===== config.mk =====
export PLATFORM = sky130hd
export DESIGN_NAME = key_loader
export DESIGN_NICKNAME = d
export VERILOG_FILES = /design/src/rtl/key_loader.sv
export SDC_FILE = /design/constraint.sdc
export NUM_CORES = 1
export LEC_CHECK = 0
export ABC_AREA = 0
export CORE_AREA = 5 5 232 234
export DETAILED_ROUTE_END_ITERATION = 10
export DIE_AREA = 0 0 237 239
export GPL_TIMING_DRIVEN = 0
export SLEW_MARGIN = 20
export SYNTH_ARGS = -nofsm -noshare
export SYNTH_HDL_FRONTEND = slang
export SYNTH_SLANG_ARGS = --single-unit

===== constraint.sdc =====
create_clock -name clk -period 7.8 [get_ports clk]
set_clock_uncertainty 0.1 [all_clocks]
set_input_delay 1.56 -clock clk [delete_from_list [all_inputs] [get_ports clk]]
set_output_delay 1.56 -clock clk [all_outputs]
set_load 0.005 [all_outputs]

===== src/rtl/key_loader.sv =====
// key_loader
//   Buffers 64-bit key words written by a host in a DEPTH-entry circular FIFO
//   and, once a full burst is buffered while the controller waits for a
//   message, streams the burst oldest-first to the controller, then holds the
//   start request until the controller reports a result.
//
// Ports
//   clk         system clock, rising edge
//   n_rst       asynchronous active-low reset
//   host_wr     host write strobe, one word per high cycle
//   host_data   host write word
//   host_full   FIFO holds DEPTH words (combinational from occupancy)
//   overflow    sticky: a host write was dropped because the FIFO was full
//   mode        controller phase; 3'b010 = waiting for a message
//   data_ready  controller result-valid flag (only looked at in WAITDONE)
//   data_out    head word while streaming, 0 otherwise
//   start       controller start request (registered)
//   busy        high whenever the loader is not idle (registered)
module key_loader #(
  parameter int DEPTH = 8
) (
  input  logic        clk,
  input  logic        n_rst,
  input  logic        host_wr,
  input  logic [63:0] host_data,
  output logic        host_full,
  output logic        overflow,
  input  logic [2:0]  mode,
  input  logic        data_ready,
  output logic [63:0] data_out,
  output logic        start,
  output logic        busy
);

  localparam int PTR_W = (DEPTH > 1) ? $clog2(DEPTH) : 1;
  localparam int CNT_W = PTR_W + 1;

  localparam logic [2:0]       MODE_WAIT_MSG = 3'b010;
  localparam logic [CNT_W-1:0] FULL_CNT      = CNT_W'(DEPTH);
  localparam logic [PTR_W-1:0] LAST_IDX      = PTR_W'(DEPTH - 1);

  typedef enum logic [1:0] {
    S_IDLE,
    S_STREAM,
    S_WAITDONE,
    S_RELEASE
  } state_t;

  state_t           r_state;
  state_t           w_state_nxt;

  logic [63:0]      r_mem [DEPTH];
  logic [PTR_W-1:0] r_wr_ptr;
  logic [PTR_W-1:0] r_rd_ptr;
  logic [PTR_W-1:0] r_beat;
  logic [CNT_W-1:0] r_count;
  logic             r_overflow;
  logic             r_start;
  logic             r_busy;

  logic             w_full;
  logic             w_push;
  logic             w_pop;
  logic             w_last_beat;

  // Fullness is judged on the occupancy before this cycle's pop, so a write
  // arriving on the first streaming beat of a full FIFO is still dropped.
  assign w_full      = (r_count == FULL_CNT);
  assign w_push      = host_wr && !w_full;
  assign w_pop       = (r_state == S_STREAM);
  assign w_last_beat = (r_beat == LAST_IDX);

  function automatic logic [PTR_W-1:0] ptr_inc(input logic [PTR_W-1:0] p);
    return (p == LAST_IDX) ? '0 : p + PTR_W'(1);
  endfunction

  always_comb begin
    w_state_nxt = r_state;
    case (r_state)
      S_IDLE:     if (w_full && (mode == MODE_WAIT_MSG)) w_state_nxt = S_STREAM;
      S_STREAM:   if (w_last_beat) w_state_nxt = S_WAITDONE;
      S_WAITDONE: if (data_ready) w_state_nxt = S_RELEASE;
      S_RELEASE:  w_state_nxt = S_IDLE;
      default:    w_state_nxt = S_IDLE;
    endcase
  end

  // Storage carries no reset: contents are only visible through data_out,
  // which is forced to 0 outside STREAM, and STREAM needs a full reload.
  always_ff @(posedge clk) begin
    if (w_push) r_mem[r_wr_ptr] <= host_data;
  end

  always_ff @(posedge clk or negedge n_rst) begin
    if (!n_rst) begin
      r_state    <= S_IDLE;
      r_wr_ptr   <= '0;
      r_rd_ptr   <= '0;
      r_beat     <= '0;
      r_count    <= '0;
      r_overflow <= 1'b0;
      r_start    <= 1'b0;
      r_busy     <= 1'b0;
    end else begin
      r_state <= w_state_nxt;

      if (w_push) r_wr_ptr <= ptr_inc(r_wr_ptr);
      if (w_pop)  r_rd_ptr <= ptr_inc(r_rd_ptr);

      case ({w_push, w_pop})
        2'b10:   r_count <= r_count + CNT_W'(1);
        2'b01:   r_count <= r_count - CNT_W'(1);
        default: r_count <= r_count;
      endcase

      if (host_wr && w_full) r_overflow <= 1'b1;

      if (r_state == S_STREAM) r_beat <= w_last_beat ? '0 : r_beat + PTR_W'(1);
      else                     r_beat <= '0;

      // Decoded from the next state so the registered flags line up with
      // the state they describe rather than lagging it by a cycle.
      r_start <= (w_state_nxt == S_STREAM) || (w_state_nxt == S_WAITDONE);
      r_busy  <= (w_state_nxt != S_IDLE);
    end
  end

  assign host_full = w_full;
  assign overflow  = r_overflow;
  assign start     = r_start;
  assign busy      = r_busy;
  assign data_out  = (r_state == S_STREAM) ? r_mem[r_rd_ptr] : 64'd0;

endmodule


==> flow_metrics.env <==
export IMPL_worstPathCellList="clkbuf_1 -> buf_2 -> mux2i_1 -> nor2_1 -> clkdlybuf4s50_1"
export IMPL_cts_resized=0
export IMPL_final_layout_size_suffix_gt1_share_pct=25.3
export IMPL_power_density_nw_per_um2=356
export IMPL_overflow=0
export IMPL_ys_seq_elements=530
export IMPL_cts_tree="yes"
export IMPL_hold_viol=0
export IMPL_dp_hpwl_um=28900
export IMPL_p_leak_nw=8.12
export IMPL_yosys_warnings=0
export IMPL_die_h_um=239
export IMPL_grtUsageTotal_pct=15.2
export IMPL_async_reset_ff_share_pct=3.40
export IMPL_arrival_ns=3.12
export IMPL_total_power_mw=8.90
export IMPL_avgRoutedWirePerCell_um=22.9
export IMPL_rsz0062_at_grt="no"
export IMPL_fin_util_pct=48.2
export IMPL_whs_endpoint="r_beat[0]"
export IMPL_detail_route_antenna_nets=0
export IMPL_cp_slowest_cell="clkbuf_1"
export IMPL_htreeDepth=2
export IMPL_rr_endpoint="r_mem[1][31]"
export IMPL_grt_start_max_net_pins=20
export IMPL_die_area_um2=56600
export IMPL_path_max_fanout=10
export IMPL_period_share_pct=61.3
export IMPL_cp_start_kind="flip-flop"
export IMPL_die_w_um=237
export IMPL_num_vias=9496
export IMPL_worstSkewPairLatency_ns=0.57
export IMPL_place_inst=1781
export IMPL_highest_layer="met5"
export IMPL_cpPeakStageDelay_ns=0.69
export IMPL_io_buffers=138
export IMPL_swShare_pct=28.0
export IMPL_p_sw_mw=2.49
export IMPL_hold_depth=1
export IMPL_initial_core_util_pct=39.3
export IMPL_vdd_drop_max_v=0.000178
export IMPL_synth_most_common_cell="edfxtp_1"
export IMPL_grt_first_pass_wirelength_um=64800
export IMPL_p_int_mw=6.41
export IMPL_grt_pass1_vias=10100
export IMPL_synth_top_area_share_pct=75.5
export IMPL_cts_sinks=530
export IMPL_synthFlopType="edfxtp_1"
export IMPL_wl_um=43000
export IMPL_io_pins=139
export IMPL_path_class="flip-flop to primary output"
export IMPL_path_clk_slew_ns=0.06
export IMPL_synth_top_cells_by_count="edfxtp_1, mux4_2, nor2_1"
export IMPL_drtIter0Drc=660
export IMPL_core_area_um2=51800
export IMPL_period_minus_slack_ns=4.78
export IMPL_cap_violations=0
export IMPL_met1_length_um=18800
export IMPL_setup_viol=0
export IMPL_syn_area_per_cell_um2=22.6
export IMPL_final_nets=1229
export IMPL_required_ns=6.14
export IMPL_pwr_share_comb_pct=30.4
export IMPL_drc_errors=0
export IMPL_syn_instance_count=900
export IMPL_cp_end_kind="primary output"
export IMPL_syn_to_final_growth_pct=22.7
export IMPL_wl_met3_um=1850
export IMPL_numCtsBuffers=53
export IMPL_synth_top_area_cell="edfxtp_1"
export IMPL_synth_nets=981
export IMPL_ctsRootBufferMaster="clkbuf_16"
export IMPL_rrSetupSlack_ns=4.76
export IMPL_core_rowCount=84
export IMPL_power_frac_seq_pct=41.4
export IMPL_final_cells=1879
export IMPL_first_pass_iters=4
export IMPL_ys_types=30
export IMPL_vias_per_cell=5.05
export IMPL_antenna_found_initial=4
export IMPL_worst_pin_slew_ns=0.894
export IMPL_netlist_top_cells_area="edfxtp_1, mux4_2, mux2i_1"
export IMPL_wl_met2_um=21500
export IMPL_r2r_cells=8
export IMPL_clock_power_share_pct=28.2
export IMPL_clockBufferDepth=3
export IMPL_gp_congestion=0.672
export IMPL_hold_class="flip-flop to flip-flop"
export IMPL_ys_seq_area_share_pct=77.7
export IMPL_status="complete, no violations"
export IMPL_synth_edf_count=512
export IMPL_relSlewSlack_pct=40.4
export IMPL_holdBufCountCts=0
export IMPL_netlist_area_um2=20400
export IMPL_cts_setup_buffers=0
export IMPL_r2r_start="r_count[0]"
export IMPL_fmax_mhz=209
export IMPL_slew_viol_final=0
export IMPL_hold_path_startpoint="r_beat[0]"
==> stage by stage <==
stage | area, um2 | setup TNS, ns | setup slack [ns] | hold WS (ns)
final | 25000 | 0 | 3.02 | 0.342
after global routing | 25000 | 0 | 2.85 | 0.370
after CTS | 25000 | 0 | 2.88 | 0.343
after detailed placement | 23300 | 0 | 3.30 | 0.335
after global placement | 22600 | -1337.96 | -4.48 | 0.329
after floorplan | 20400 | 0 | 0.953 | 0.315
==> worst max-delay path by stage <==
stage | startpoint | to | cells after the start
floorplan | host_wr | r_mem[2][0] | 3
global placement | host_wr | r_mem[2][39] | 4
detailed placement | host_wr | r_mem[1][39] | 8
CTS | r_rd_ptr[2] | data_out[33] | 5
global route | r_rd_ptr[2] | data_out[33] | 5
finish | r_rd_ptr[2] | data_out[33] | 5
==> state kept, by name, indices dropped and copies added (netlist names) <==
name	cells
r_rd_ptr	3
r_beat	3
r_count	4
r_state	2
r_wr_ptr	3
overflow	1
busy	1
start	1
r_mem	512
==> final cells by class <==
class	instances	area (um2)
Tap cell	688	861
Multi-Input combinational cell	322	4310
Sequential cell	530	15800
Clock inverter	27	287
Timing Repair Buffer	193	1990
Inverter	3	11.3
Antenna cell	2	5.00
Clock buffer	69	1430
Fill cell	4261	26800
Buffer	45	278
==> cells by family (layout without fill, tap and decap cells) <==
| kind of cell | after synthesis | count (layout) | share of synthesized area, % |
|---|---|---|---|
| flops | 530 | 530 | 77.7 |
| mux | 194 | 194 | 17.4 |
| simple gates | 103 | 103 | 2.30 |
| buf+inv | 48 | 337 | 1.42 |
| fa+ha+maj | 10 | 10 | 0.614 |
| compound gates | 10 | 10 | 0.313 |
| xor+xnor | 5 | 5 | 0.215 |
| other cells | 0 | 2 | 0 |
==> metal layers <==
| layer | track usage (%) | vias to the layer above |
|---|---|---|
| li1 | - | 4237 |
| met1 | 20.9 | 5007 |
| met2 | 25.2 | 180 |
| met3 | 2.81 | 70 |
| met4 | 4.20 | 2 |
| met5 | 0 | - |
==> power by group through the flow <==
stage	registers (mW)	logic (mW)	clock network, mW
6_report	3.69	2.71	2.51
5_1_grt	3.72	2.96	2.69
4_1_cts	3.69	2.80	2.57
3_5_place_dp	3.75	2.79	0
3_3_place_gp	3.84	2.62	0
2_1_floorplan	3.76	1.64	0
==> worst max-delay path: cells and delay by family (launching register included) <==
family / cells / cell delay, ns
buffers and inverters: 3 / 1.75
flip-flops: 1 / 0.38
multiplexers: 1 / 0.17
AND/OR/NAND/NOR: 1 / 0.25
==> cells in the final DEF, fill, tap and decap left out, types with 10 or more instances in the layout <==
cell type,instances
ha_1,10
nor2_1,66
dfrtp_1,18
clkdlybuf4s50_1,138
buf_6,24
buf_2,20
clkbuf_16,53
edfxtp_1,512
clkbuf_1,23
mux4_2,128
buf_4,33
mux2i_1,64
Power figures use the tool's default switching activity.
